===== src/rtl/data_path.sv =====
// Datapath of the 8-bit CPU: IR/MAR/PC/A/B/CCR registers, Bus1/Bus2 muxes and ALU.
// Optional DP_BUS_CHECK_EN adds a sticky bus_err flag for reserved selector codes.
module data_path #(
    parameter int unsigned WIDTH = 8
) (
    input  logic             Clk,
    input  logic             Reset,
    input  logic             IR_Load,
    input  logic             MAR_Load,
    input  logic             PC_Load,
    input  logic             PC_Inc,
    input  logic             A_Load,
    input  logic             B_Load,
    input  logic             CCR_Load,
    input  logic [2:0]       ALU_Sel,
    input  logic [1:0]       Bus1_Sel,
    input  logic [1:0]       Bus2_Sel,
    input  logic [WIDTH-1:0] from_memory,
    output logic [WIDTH-1:0] IR,
    output logic [3:0]       CCR_Result,
    output logic [WIDTH-1:0] address,
`ifdef DP_BUS_CHECK_EN
    output logic             bus_err,
`endif
    output logic [WIDTH-1:0] to_memory
);

    typedef enum logic [2:0] {
        ALU_ADD = 3'b000,
        ALU_SUB = 3'b001,
        ALU_AND = 3'b010,
        ALU_OR  = 3'b011,
        ALU_INC = 3'b100,
        ALU_DEC = 3'b101,
        ALU_XOR = 3'b110,
        ALU_NOT = 3'b111
    } alu_op_e;

    typedef enum logic [1:0] {
        B1_PC = 2'b00,
        B1_A  = 2'b01,
        B1_B  = 2'b10,
        B1_RS = 2'b11
    } bus1_sel_e;

    typedef enum logic [1:0] {
        B2_ALU = 2'b00,
        B2_B1  = 2'b01,
        B2_MEM = 2'b10,
        B2_RS  = 2'b11
    } bus2_sel_e;

    logic [WIDTH-1:0] pc, a_reg, b_reg;
    logic [WIDTH-1:0] bus1, bus2;
    logic [WIDTH-1:0] in1, in2, addend, alu_res;
    logic [WIDTH:0]   add_w, sub_w;
    logic             flag_n, flag_z, flag_v, flag_c;

    always_comb begin
        bus1 = pc;
        unique case (bus1_sel_e'(Bus1_Sel))
            B1_A:    bus1 = a_reg;
            B1_B:    bus1 = b_reg;
            default: bus1 = pc;
        endcase
    end

    always_comb begin
        bus2 = alu_res;
        unique case (bus2_sel_e'(Bus2_Sel))
            B2_B1:   bus2 = bus1;
            B2_MEM:  bus2 = from_memory;
            default: bus2 = alu_res;
        endcase
    end

    assign to_memory = bus1;

    // In2 swaps to A when Bus1 carries B, so SUB with Bus1=B yields B-A.
    assign in1    = bus1;
    assign in2    = (bus1_sel_e'(Bus1_Sel) == B1_B) ? a_reg : b_reg;
    assign addend = (alu_op_e'(ALU_Sel) == ALU_INC || alu_op_e'(ALU_Sel) == ALU_DEC)
                    ? WIDTH'(1) : in2;
    assign add_w  = {1'b0, in1} + {1'b0, addend};
    assign sub_w  = {1'b0, in1} - {1'b0, addend};

    always_comb begin
        alu_res = '0;
        flag_v  = 1'b0;
        flag_c  = 1'b0;
        unique case (alu_op_e'(ALU_Sel))
            ALU_ADD, ALU_INC: begin
                alu_res = add_w[WIDTH-1:0];
                flag_c  = add_w[WIDTH];
                flag_v  = (in1[WIDTH-1] == addend[WIDTH-1]) &&
                          (alu_res[WIDTH-1] != in1[WIDTH-1]);
            end
            ALU_SUB, ALU_DEC: begin
                alu_res = sub_w[WIDTH-1:0];
                flag_c  = sub_w[WIDTH];
                flag_v  = (in1[WIDTH-1] != addend[WIDTH-1]) &&
                          (alu_res[WIDTH-1] != in1[WIDTH-1]);
            end
            ALU_AND: alu_res = in1 & in2;
            ALU_OR:  alu_res = in1 | in2;
            ALU_XOR: alu_res = in1 ^ in2;
            ALU_NOT: alu_res = ~in1;
            default: alu_res = '0;
        endcase
    end

    assign flag_n = alu_res[WIDTH-1];
    assign flag_z = (alu_res == '0);

    always_ff @(posedge Clk or negedge Reset) begin
        if (!Reset) begin
            IR         <= '0;
            address    <= '0;
            pc         <= '0;
            a_reg      <= '0;
            b_reg      <= '0;
            CCR_Result <= '0;
        end else begin
            if (IR_Load)  IR      <= bus2;
            if (MAR_Load) address <= bus2;
            if (PC_Load)
                pc <= bus2;
            else if (PC_Inc)
                pc <= pc + WIDTH'(1);
            if (A_Load)   a_reg   <= bus2;
            if (B_Load)   b_reg   <= bus2;
            if (CCR_Load) CCR_Result <= {flag_n, flag_z, flag_v, flag_c};
        end
    end

`ifdef DP_BUS_CHECK_EN
    always_ff @(posedge Clk or negedge Reset) begin
        if (!Reset)
            bus_err <= 1'b0;
        else if (Bus1_Sel == 2'b11 || Bus2_Sel == 2'b11)
            bus_err <= 1'b1;
    end
`endif

endmodule


===== config.mk =====
export PLATFORM = sky130hd
export DESIGN_NAME = data_path
export DESIGN_NICKNAME = d
export VERILOG_FILES = /design/src/rtl/data_path.sv
export SDC_FILE = /design/constraint.sdc
export NUM_CORES = 1
export LEC_CHECK = 0
export BUFFER_PORTS_ARGS = -buffer_cell sky130_fd_sc_hd__clkbuf_2
export CORE_UTILIZATION = 35
export DETAILED_ROUTE_END_ITERATION = 16
export PLACE_DENSITY = 0.64
export SLEW_MARGIN = 20
export SYNTH_ARGS = -nofsm -noshare
export SYNTH_HDL_FRONTEND = slang
export SYNTH_SLANG_ARGS = --single-unit

===== constraint.sdc =====
create_clock -name Clk -period 3.66 [get_ports Clk]
set_input_delay 0.732 -clock Clk [delete_from_list [all_inputs] [get_ports Clk]]
set_output_delay 0.732 -clock Clk [all_outputs]
set_load 0.01 [all_outputs]

Yosys cells after proc, flatten, opt, wreduce, memory -nomap -nowiden
Index checks and enable logic that the tools add are counted.

cells by class
  add/subtract/negate cells = 3
  equal/unequal tests = 15
  muxes and demuxes = 9
  bitwise gates (word level) = 4
  reduce and logical (&&, ||, !) cells = 8

operators by type and width
  kind                                                 number
  one-hot mux 8 bit (6 select lines)                   1
  two-way mux 8 bit                                    4
  one-hot mux 8 bit (2 select lines)                   2
  equality test 3 bit, second input constant           4
  adder 8 x 8 -> 9 bit                                 1
  subtractor 8 x 8 -> 9 bit                            1
  adder 8 x 1 -> 8 bit, second input constant          1
  bitwise AND 8 bit                                    1
  logical NOT 8 bit                                    1
  inverter 8 bit                                       1
  bitwise OR 8 bit                                     1
  XOR 8 bit                                            1
  equality test 3 x 2 -> 1 bit, second input constant  2
  equality test 2 x 1 -> 1 bit, second input constant  2
  equality test 2 bit, second input constant           2
  one-hot mux 1 bit (2 select lines)                   2
  OR reduction 2 bit                                   2
  equality test 3 x 1 -> 1 bit, second input constant  1
  logical NOT 3 bit                                    1
  inequality test 1 bit                                3
  logical AND 1 bit                                    2
  nonzero test 2 bit                                   1
  equality test 1 bit                                  1
  logical OR 1 bit                                     1

word-level totals
  register bits after elaboration = 44
  input port bits = 24

Longest topological paths before layout
Gate-level depths: netlist of the first run.

  word-level depth = 7
  depth in mapped cells = 17

Worst setup path before layout of the first run
No wires, ideal clock.

  path type = in2reg
  start = input Bus1_Sel[0]
  end = register IR[6]
  library setup time = 0.138 ns
  arrival time = 3.635 ns
  data required time = 3.522 ns
  setup slack = -0.113 ns
  stages = 16
  path buffers = 2
  cells stage by stage = inv_1 > ha_1 > buf_2 > buf_2 > o21ai_1 > inv_1 > ha_1 > fa_1 > nor2b_1 > nand3_1 > o211ai_2 > mux2i_1 > o221ai_1 > o211a_2 > a21oi_2 > mux2i_1

on the way
  elaborated cells between the ends (all ways) = 13
  classes of those cells = 2 x add/sub; 2 x eq/ne; 5 x mux; 4 x bitwise

RTL lines
  what                                                                 RTL line  RTL
  from (decl)                                                          16        input logic [1:0] Bus1_Sel,
  equality test 2 bit or equality test 2 x 1 -> 1 bit (tied branches)  61        unique case (bus1_sel_e'(Bus1_Sel))
  one-hot mux 8 bit (2 select lines) *                                 61
  named net to_memory[0]                                               25        output logic [WIDTH-1:0] to_memory
  subtractor 8 x 8 -> 9 bit or adder 8 x 8 -> 9 bit (tied branches)    85, 84
  one-hot mux 8 bit (6 select lines) *                                 91        unique case (alu_op_e'(ALU_Sel))
  one-hot mux 8 bit (2 select lines) *                                 70        unique case (bus2_sel_e'(Bus2_Sel))
  to (signal assigned)                                                 124       if (IR_Load) IR <= bus2;
  to (decl)                                                            19        output logic [WIDTH-1:0] IR,

The timed path passes the listed nets; every way through them passes the cells marked *.
A chain may end at the register's enable or synchronous reset.

Worst setup path after layout of the first run
  start = input Bus1_Sel[0]
  end = register b_reg[4]

on the way
  cells in the longest elaborated chain, start to end = 6
  elaborated cells between the ends (all ways) = 13
  classes of those cells = 2 x add/sub; 2 x eq/ne; 5 x mux; 4 x bitwise

RTL lines
  what                                                               RTL line  RTL
  equality test 2 bit                                                61, 81
  two-way mux 8 bit                                                  81        assign in2 = (bus1_sel_e'(Bus1_Sel) == B1_B) ? a_reg : b_reg;
  two-way mux 8 bit                                                  83        ? WIDTH'(1) : in2;
  subtractor 8 x 8 -> 9 bit or adder 8 x 8 -> 9 bit (tied branches)  85, 84
  one-hot mux 8 bit (6 select lines)                                 91
  one-hot mux 8 bit (2 select lines) *                               70
  to (signal assigned)                                               131       if (B_Load) b_reg <= bus2;
  to (decl)                                                          53        logic [WIDTH-1:0] pc, a_reg, b_reg;

Mark *: on every way between the ends. The rest lies on a longest branch, timed or not.

==> impl_metrics.ini, run 1 <==
[status]
status = finished, final reports clean

[setup_path]
critPathMaxStageDelay_ns = 0.36
cp_cell_sequence = clkbuf_2, buf_4, ha_1, a221o_1, and2_1, ha_1, inv_1, ha_1, a41oi_2, o21bai_2, a21oi_2, mux2_4, or3_4, a41oi_4, mux2i_1
critical_path.slowest_cell = or3_4
arrival_ns = 3.67
crit_path_frequent_cell = ha_1
critPathLaunchType = primary input
critPathKind = primary input to flip-flop
critical_path_required_ns = 3.83
end_kind = flip-flop
cp_max_fo = 5

[cells_and_area]
drive_gt1_share_pct = 32.4
diodes = 0
syn_to_final_growth_pct = 21.1
final_area_sq_um = 4760
fin_nets = 571
fillers = 1039

[logic_synthesis]
synthCells = 431
synth_edf_count = 0
synth_fa_ha_area_share_pct = 10.4
ys_warn_count = 0
ys_types = 78
async_flop_share_pct = 100
synth.yosys.seq_area_share_pct = 28.0
synth_nets = 487
synth-compound-area-share_pct = 24.2
synthMuxAreaShare_pct = 13.2
synth_top_family_by_area = compound AO/OA/AOI/OAI gates
synthXorXnorAreaFrac_pct = 3.12
synthSimpleGateAreaFrac_pct = 13.3
synth-seq-cells = 44
netlist_top_cells_area = dfrtp_1 28%, ha_1 9.9%, mux2_2 5.7%, inv_1 4.1%, mux2i_1 3.3%
yosys.area.top_type = dfrtp_1
ys.flop_type = dfrtp_1
synth_most_common_cell = dfrtp_1
synth_area_sq_um = 3930
synth_top_area_share_pct = 28.0
avgSynthCellArea_sq_um = 9.11
synth_common_cells = 44 x dfrtp_1, 43 x inv_1, 31 x ha_1, 27 x nand2_1

[floorplanning]
pin_count = 52
core-area_sq_um = 10900
rows = 38
die_h_um = 108
die_w_um = 108
dieArea_sq_um = 11600
start_util_pct = 36.1

[cts]
cts_tree = yes
cts_sinks = 44
cts_resized = 0
insertion_delay_ns = 0.30
clk_path_buf_depth = 2
root_buffer = clkbuf_8
cts_buffers = 5
hold_buffers = 0
clk_pin_slew_worst_paths_ns = 0.08
cts_max_level = 2
postCtsSetupRepairBufs = 0

[global_route]
overflow = 0
track_usage_pct = 18.8
antenna_found_initial = 0
grt_max_degree = 45
grt_pass1_vias = 3564
grt_pass1_wl_um = 17100

[routing]
dr_total_vias = 3593
via_per_inst = 5.49
ant_nets = 0
drt_iter0_markers = 210
wl_per_cell_um = 16.2
drt_pass1_iterations = 4
drc = 0
drt_wl_total_um = 10600

[timing]
tightest_slew_ns = 0.946
max_freq_mhz = 285
final_max_slew_viol_count = 0
hold_viol = 0
skew_ns = 0.00847
setup_violations = 0
fin_crit_ns = 3.50
slew_headroom_pct = 37.0
timing.final.crit_share_pct = 95.7

[pwr]
p_int_w = 0.00168
p_leak_nw = 2.28
p_clk_share_pct = 9.9
power.switching_w = 0.00126
pwr-share-seq_pct = 26.3
power_frac_comb_pct = 63.8
power_density_nw_per_um2 = 618
swShare_pct = 42.8
power_w = 0.00294
ir_drop_v = 0.000386

[min_path]
min_path_type = flip-flop to flip-flop

[place]
hpwl_um = 8460
port_buffers = 51
dpl-instance-area_sq_um = 4640
gp_congestion = 0.919

[job]
drv_cap = 0
## critical path, delay by kind of cell
| family | cells | cell delay [ns] |
|---|---|---|
| simple gates | 2 | 0.52 |
| fa+ha+maj | 3 | 0.69 |
| mux | 2 | 0.43 |
| compound gates | 5 | 1.01 |
| buf+inv | 3 | 0.28 |
## through the flow
step | worst slack [ns] | utilization [%] | setup TNS [ns] | std cells | hold slack, ns
finish | 0.157 | 43.7 | 0 | 655 | 0.513
global route | -0.00220 | 43.7 | -0.00220 | 655 | 0.525
CTS | 0.0768 | 43.4 | 0 | 655 | 0.517
detailed placement | -0.239 | 42.6 | -4.31 | 648 | 0.495
global placement | -0.181 | 42.6 | -3.12 | 648 | 0.492
floorplan | 0.0193 | - | 0 | 431 | 0.436
## power groups by stage
stage / clock, W / sequential (W) / combinational, W
floorplan: 0 / 0.000785 / 0.00120
global placement: 0 / 0.000771 / 0.00178
detailed placement: 0 / 0.000780 / 0.00183
CTS: 0.000303 / 0.000773 / 0.00184
global route: 0.000324 / 0.000794 / 0.00206
finish: 0.000291 / 0.000774 / 0.00187
## worst paths after layout
kind / slack [ns] / end / cells after the start / from
hold / removal: 0.51 / address[0]$_DFFE_PN0P_ / 1 / address[0]$_DFFE_PN0P_
hold reg to reg: 0.51 / address[0]$_DFFE_PN0P_ / 1 / address[0]$_DFFE_PN0P_
setup / recovery: 0.16 / b_reg[4]$_DFFE_PN0P_ / 15 / Bus1_Sel[0]
min in group asynchronous: 0.57 / IR[7]$_DFFE_PN0P_ / 1 / Reset
setup reg to reg: 0.57 / b_reg[4]$_DFFE_PN0P_ / 12 / b_reg[1]$_DFFE_PN0P_
max in group asynchronous: 2.50 / address[2]$_DFFE_PN0P_ / 1 / Reset
## logic make-up (layout without fill, tap and decap cells)
kind of cell | after synthesis | after routing
compound gates | 123 | 123
mux | 43 | 43
simple gates | 102 | 102
xor+xnor | 14 | 14
flops | 44 | 44
fa+ha+maj | 32 | 32
buf+inv | 73 | 157
## placed cells by master (no fill, tap or decap), drive strengths merged, types with 6 or more instances in the layout
cell / instances
xnor2: 12
mux2: 28
nor2b: 11
nor2: 22
inv: 46
nand2b: 10
o21ai: 20
clkbuf: 55
ha: 31
a22oi: 10
a21oi: 24
buf: 54
o221ai: 6
a31o: 7
nand2: 27
mux2i: 14
and2: 6
dfrtp: 44
## routing by layer
metal	part of all wire (%)	GRT usage, %	up-vias	wire length [um]
met5	0	0	-	0
met4	2.9	8.22	0	308
met3	3.8	2.47	23	399
met2	50	33.6	95	5260
met1	44	22.4	1749	4650
li1	-	-	1726	-
## area by class of cell
| class | instances | area [sq um] | area share (%) |
|---|---|---|---|
| multi-input combinational | 314 | 2570 | 54.1 |
| sequential | 44 | 1100 | 23.1 |
| timing repair buffer | 104 | 653 | 13.7 |
| clock buffer | 5 | 68.8 | 1.45 |
| inverter | 46 | 175 | 3.68 |
| clock inverter | 2 | 12.5 | 0.263 |
| tap | 140 | 175 | 3.68 |
Power figures use the tool's default switching activity.
==> inputs of run 2 (changes only) <==
- PLACE_DENSITY: 0.64 -> 0.66
- SKIP_CTS_REPAIR_TIMING: not set -> 1
- clock period: 3.66 -> 3 ns (I/O delays scaled with it)
==> run 2 against run 1 <==
Effect of this change:
- the flow now finishes with violations (negative setup slack)
- clock-buffer cell count is the same
- via count grew 3.3%
- die area is the same
- cell area grew 13%
- sequential share of layout area shrank 2.6 points
- global-route usage grew 1.6 points
- non-clock buffer count grew 37
- setup slack lost 0.37 ns
- critical path depth grew 1
- register-to-register slack lost 0.54 ns
- clock power grew 60%
- first-iteration DRC count shrank 21%
==> impl_metrics.ini, run 2 (synthesis gave the netlist of run 1 again) <==
[status]
status = finished, violations left
violations = negative setup slack

[setup_path]
cpLargestDelayFamily = compound AO/OA/AOI/OAI gates
cp_cell_sequence = buf_8, inv_8, ha_4, buf_6, a221o_1, and2_4, ha_4, inv_2, ha_4, a41oi_2, o21bai_1, a21oi_2, mux2_4, or3_4, a41oi_4, mux2i_1
crit_path_start = Bus1_Sel[0]
crit_path_frequent_cell = ha_4
r2r-start = b_reg[2]$_DFFE_PN0P_
critPathKind = primary input to flip-flop
critical_path.slowest_cell = or3_4
critPathLaunchType = primary input
critical_path_required_ns = 3.19
cp_max_fo = 5
arrival_ns = 3.40
end_kind = flip-flop
cp_num_buf_inv = 4
critPathMaxStageDelay_ns = 0.38

[cells_and_area]
layout_common_cells = 88 x buf_4, 48 x clkbuf_2, 44 x dfrtp_1
syn_to_final_growth_pct = 36.3
drive_gt1_share_pct = 44.3
fin_nets = 608
diodes = 0
final_common_cell = buf_4

[cts]
root_buffer = clkbuf_8
cts_buffers = 5
cts_tree = yes
cts_max_level = 2
cts_sinks = 44
insertion_delay_ns = 0.31
clk_pin_slew_worst_paths_ns = 0.09
clk_path_buf_depth = 2

[timing]
whs_ns = 0.266
max_freq_mhz = 311
hold_viol = 0
fin_crit_ns = 3.22
final_max_slew_viol_count = 0
setup_violations = 33
tightest_slew_ns = 0.684
final.setup.tns_ns = -5.04
timing.final.crit_share_pct = 107
rsz0062_at_grt = yes
setup_slack_ns = -0.216
skew_ns = 0.00948
slew_headroom_pct = 54.4

[floorplanning]
dieArea_sq_um = 11600
pin_count = 52
die_h_um = 108
start_util_pct = 36.1
core-area_sq_um = 10900
die_w_um = 108
rows = 38

[pwr]
p_clk_share_pct = 11.1
power_frac_comb_pct = 66.3
p_leak_nw = 2.52
swShare_pct = 41.3
p_int_w = 0.00246
power.switching_w = 0.00173
power_density_nw_per_um2 = 783
ir_drop_v = 0.000436
pwr-share-seq_pct = 22.6
power_w = 0.00419

[global_route]
track_usage_pct = 20.4
grt_pass1_wl_um = 18500
grt_pass1_vias = 3772
grt_max_degree = 45
antenna_found_initial = 0
overflow = 0

[routing]
drt_iter0_markers = 166
via_per_inst = 5.35
drt_wl_total_um = 11400
wl_per_cell_um = 16.4
drc = 0
drt_pass1_iterations = 5
ant_nets = 0
dr_total_vias = 3710

[place]
gp_congestion = 0.885
port_buffers = 51
hpwl_um = 8900

[min_path]
min_path_type = primary input to async pin

[job]
drv_cap = 0
-- run 2: cell count changes in the layout (fill, tap and decap cells not counted), moves of 3 or more --
cell     previous run  this run
buf_6               0         3
ha_4                1         7
inv_1              43        40
mux2_4              8        11
a21oi_1            22        12
a21oi_2             2        11
buf_4              53        88
ha_1               29        22
-- run 2: power groups by stage --
stage               logic, W  registers (W)  clock network (W)
detailed placement   0.00255       0.000953                  0
finish               0.00278       0.000948           0.000465
floorplan            0.00157       0.000963                  0
global route         0.00303       0.000975           0.000498
CTS                  0.00256       0.000944           0.000474
global placement     0.00249       0.000942                  0
-- run 2: worst paths after layout --
path                                                to  slack (ns)  cells after the start
max in group asynchronous            IR[2]$_DFFE_PN0P_        2.34                      1
min in group Clk                address[1]$_DFFE_PN0P_        0.52                      1
worst max register to register       IR[7]$_DFFE_PN0P_        0.03                     12
worst min-delay path                 IR[7]$_DFFE_PN0P_        0.27                      1
worst max-delay path                 IR[4]$_DFFE_PN0P_       -0.22                     16
worst min register to register  address[1]$_DFFE_PN0P_        0.52                      1
-- run 2: layout make-up --
type	instances	area (sq um)
Timing Repair Buffer	141	970
Multi-Input combinational cell	314	2810
Tap cell	140	175
Fill cell	984	5540
Clock buffer	5	68.8
Sequential cell	44	1100
Clock inverter	3	42.5
Inverter	46	188
-- run 2: per-layer routing --
metal | global-route usage (%) | vias to the layer above | wire length, um
met5 | 0 | - | 0
met4 | 7.44 | 0 | 269
met3 | 2.59 | 25 | 586
met2 | 36.1 | 108 | 5680
met1 | 25.3 | 1784 | 4840
li1 | - | 1793 | -
-- run 2: per-stage QoR --
step | cells | setup slack (ns) | instance area, sq um | util [%]
6_report | 693 | -0.216 | 5350 | 49.2
5_1_grt | 693 | -0.337 | 5350 | 49.2
4_1_cts | 682 | -0.312 | 5090 | 46.8
3_5_place_dp | 674 | -0.641 | 4980 | 45.8
3_3_place_gp | 674 | -0.571 | 4980 | 45.8
2_1_floorplan | 431 | -0.339 | 4120 | -
==> inputs of run 3 (changes only) <==
--- a/config.mk
+++ b/config.mk
@@ -6,4 +6,5 @@
 export NUM_CORES = 1
 export LEC_CHECK = 0
+export ABC_AREA = 1
 export BUFFER_PORTS_ARGS = -buffer_cell sky130_fd_sc_hd__clkbuf_2
 export CORE_UTILIZATION = 35
==> constraint.sdc (replaced) <==
create_clock -name Clk -period 3 [get_ports Clk]
set_input_delay 0.6 -clock Clk [delete_from_list [all_inputs] [get_ports Clk]]
set_output_delay 0.6 -clock Clk [all_outputs]
set_load 0.1 [all_outputs]
==> run 3 against run 2 <==
Effect of this change:
- the flow now finishes without violations
- highest routed layer unchanged
- non-clock buffer count shrank 38
- core utilization shrank 2.9 points
- via count grew 12%
- die area shrank 3.3%
- cell count grew 17%
- cell area shrank 9.9%
- global-route usage grew 0.77 points
- clock skew grew 0.0049 ns
- hold slack gained 0.097 ns
- combinational power shrank 24%
- critical endpoint is now address[6]$_DFFE_PN0P_
- largest power group unchanged
- sequential power shrank 14%
==> impl_metrics.ini, run 3 <==
[logic_synthesis]
synth_nets = 632
yosys.area.top_type = dfrtp_1
ys_types = 39
synth_fa_ha_area_share_pct = 10.7
synthXorXnorAreaFrac_pct = 0.461
synth_top_area_share_pct = 29.0
synthCells = 576
synth-seq-cells = 44
synth_common_cells = 175 x nand2_1, 71 x nand3_1, 69 x inv_1, 44 x dfrtp_1, 36 x nor2_1
synthSimpleGateAreaFrac_pct = 37.8
netlist_top_cells_area = dfrtp_1 29%, nand2_1 17%, ha_1 10%, nand3_1 9.4%, inv_1 6.8%
synth_edf_count = 0
synth-compound-area-share_pct = 12.5
synth.yosys.seq_area_share_pct = 29.0
synth_most_common_cell = nand2_1
synth_area_sq_um = 3800
synth_top_family_by_area = simple AND/OR/NAND/NOR gates
avgSynthCellArea_sq_um = 6.59
ys.flop_type = dfrtp_1
synthMuxAreaShare_pct = 0
async_flop_share_pct = 100
ys_warn_count = 0

[floorplanning]
rows = 37
pin_count = 52
core-area_sq_um = 10400
start_util_pct = 36.4
die_h_um = 106
dieArea_sq_um = 11300
die_w_um = 106

[timing]
slew_headroom_pct = 45.6
skew_ns = 0.0144
tightest_slew_ns = 0.817
final_max_slew_viol_count = 0
timing.final.crit_share_pct = 93.5
hold_viol = 0
fin_crit_ns = 2.81
rsz0062_at_grt = no
setup_violations = 0
max_freq_mhz = 356
setup_slack_ns = 0.194

[routing]
drt_pass1_iterations = 5
dr_total_vias = 4145
wl_per_cell_um = 14.1
via_per_inst = 5.12
drt_wl_total_um = 11400
drc = 0
drt_iter0_markers = 180
ant_nets = 0

[min_path]
min_path_type = primary input to async pin

[pwr]
p_clk_share_pct = 12.2
power.switching_w = 0.00180
power_density_nw_per_um2 = 695
pwr-share-seq_pct = 24.4
power_w = 0.00335
swShare_pct = 53.7
power_frac_comb_pct = 63.4
p_leak_nw = 2.59
p_int_w = 0.00155
ir_drop_v = 0.000461

[cts]
cts_buffers = 5
cts_sinks = 44
cts_tree = yes
cts_max_level = 2
insertion_delay_ns = 0.31
clk_pin_slew_worst_paths_ns = 0.10
clk_path_buf_depth = 2
root_buffer = clkbuf_8

[setup_path]
end_kind = flip-flop
critPathLaunchType = primary input
cp_max_fo = 6
critPathKind = primary input to flip-flop
arrival_ns = 3.01
critical_path_required_ns = 3.20

[global_route]
antenna_found_initial = 0
track_usage_pct = 21.2
grt_pass1_wl_um = 19100
overflow = 0
grt_max_degree = 34
grt_pass1_vias = 4092

[status]
status = finished, final reports clean

[place]
gp_congestion = 0.954
hpwl_um = 9480
dpl-instance-area_sq_um = 4730
port_buffers = 51
preCtsSetupSlack_ns = -0.202

[cells_and_area]
multi_input_area_sq_um = 2430
syn_to_final_growth_pct = 27.0
regArea_sq_um = 1100
diodes = 0
fin_util_pct = 46.3
drive_gt1_share_pct = 24.6
fin_nets = 729
fillers = 1089
final_common_cell = nand2_1
final_area_sq_um = 4820
layout_common_cells = 174 x nand2_1, 66 x nand3_1, 64 x inv_1

[job]
drv_cap = 0
## run 3: path summary, 6_finish.rpt
check,startpoint,to,slack [ns],depth (start not counted)
min in group Clk,address[4]$_DFFE_PN0P_,address[4]$_DFFE_PN0P_,0.50,2
min,Reset,address[6]$_DFFE_PN0P_,0.36,1
min reg2reg,address[4]$_DFFE_PN0P_,address[4]$_DFFE_PN0P_,0.50,2
max in group asynchronous,Reset,a_reg[3]$_DFFE_PN0P_,2.01,2
max reg2reg,a_reg[0]$_DFFE_PN0P_,CCR_Result[2]$_DFFE_PN0P_,0.53,16
max,Bus1_Sel[0],address[6]$_DFFE_PN0P_,0.19,20
## run 3: cell families after synthesis
group	count (synthesis)
adders and majority gates	32
buffers and inverters	91
AOI/OAI and AO/OA	87
and+or+nand+nor	320
xor gates and xnor gates	2
DFF	44
## run 3: power by group through the flow
stage               Sequential, W  Combinational, W  Clock (W)
floorplan                 0.00121           0.00109          0
global placement         0.000819           0.00206          0
detailed placement       0.000823           0.00211          0
CTS                      0.000815           0.00211   0.000416
global route             0.000833           0.00230   0.000441
finish                   0.000817           0.00212   0.000410
## run 3: metal layers
| layer | routed length [um] | global-route usage, % | vias up |
|---|---|---|---|
| li1 | - | - | 2065 |
| met1 | 5000 | 26.1 | 1929 |
| met2 | 5580 | 38.1 | 134 |
| met3 | 585 | 2.51 | 17 |
| met4 | 228 | 6.55 | 0 |
| met5 | 0 | 0 | - |
## run 3: stage by stage
stage | hold slack, ns | TNS [ns] | std cells
global placement | 0.464 | -1.33 | 802
CTS | 0.383 | 0 | 810
floorplan | 0.304 | -4.90 | 576
detailed placement | 0.466 | -3.17 | 802
finish | 0.363 | 0 | 810
global route | 0.417 | 0 | 810
## run 3: layout make-up
type                    instances  share of cell area [%]
clock buffers                   5                    1.43
clock inverters                 3                   0.519
inverters                      78                    6.43
multi-input cells             441                    50.3
flip-flops and latches         44                    22.8
well taps                     136                    3.53
repair buffers                103                    14.9
## run 3: critical path, cell delays in order
cell and delay (ns):
clkbuf_2 0.13, ha_1 0.23, buf_4 0.16, inv_1 0.07, o22ai_1 0.07, nand2_1 0.06, o21a_1 0.18, clkinvlp_4 0.17
ha_4 0.34, inv_2 0.06, nor2_1 0.10, nand4_1 0.14, nand2_1 0.11, nand2_1 0.05, nand3_1 0.06, nand2_1 0.08
inv_2 0.06, nand3_2 0.13, nand3_1 0.12, nand2_1 0.07
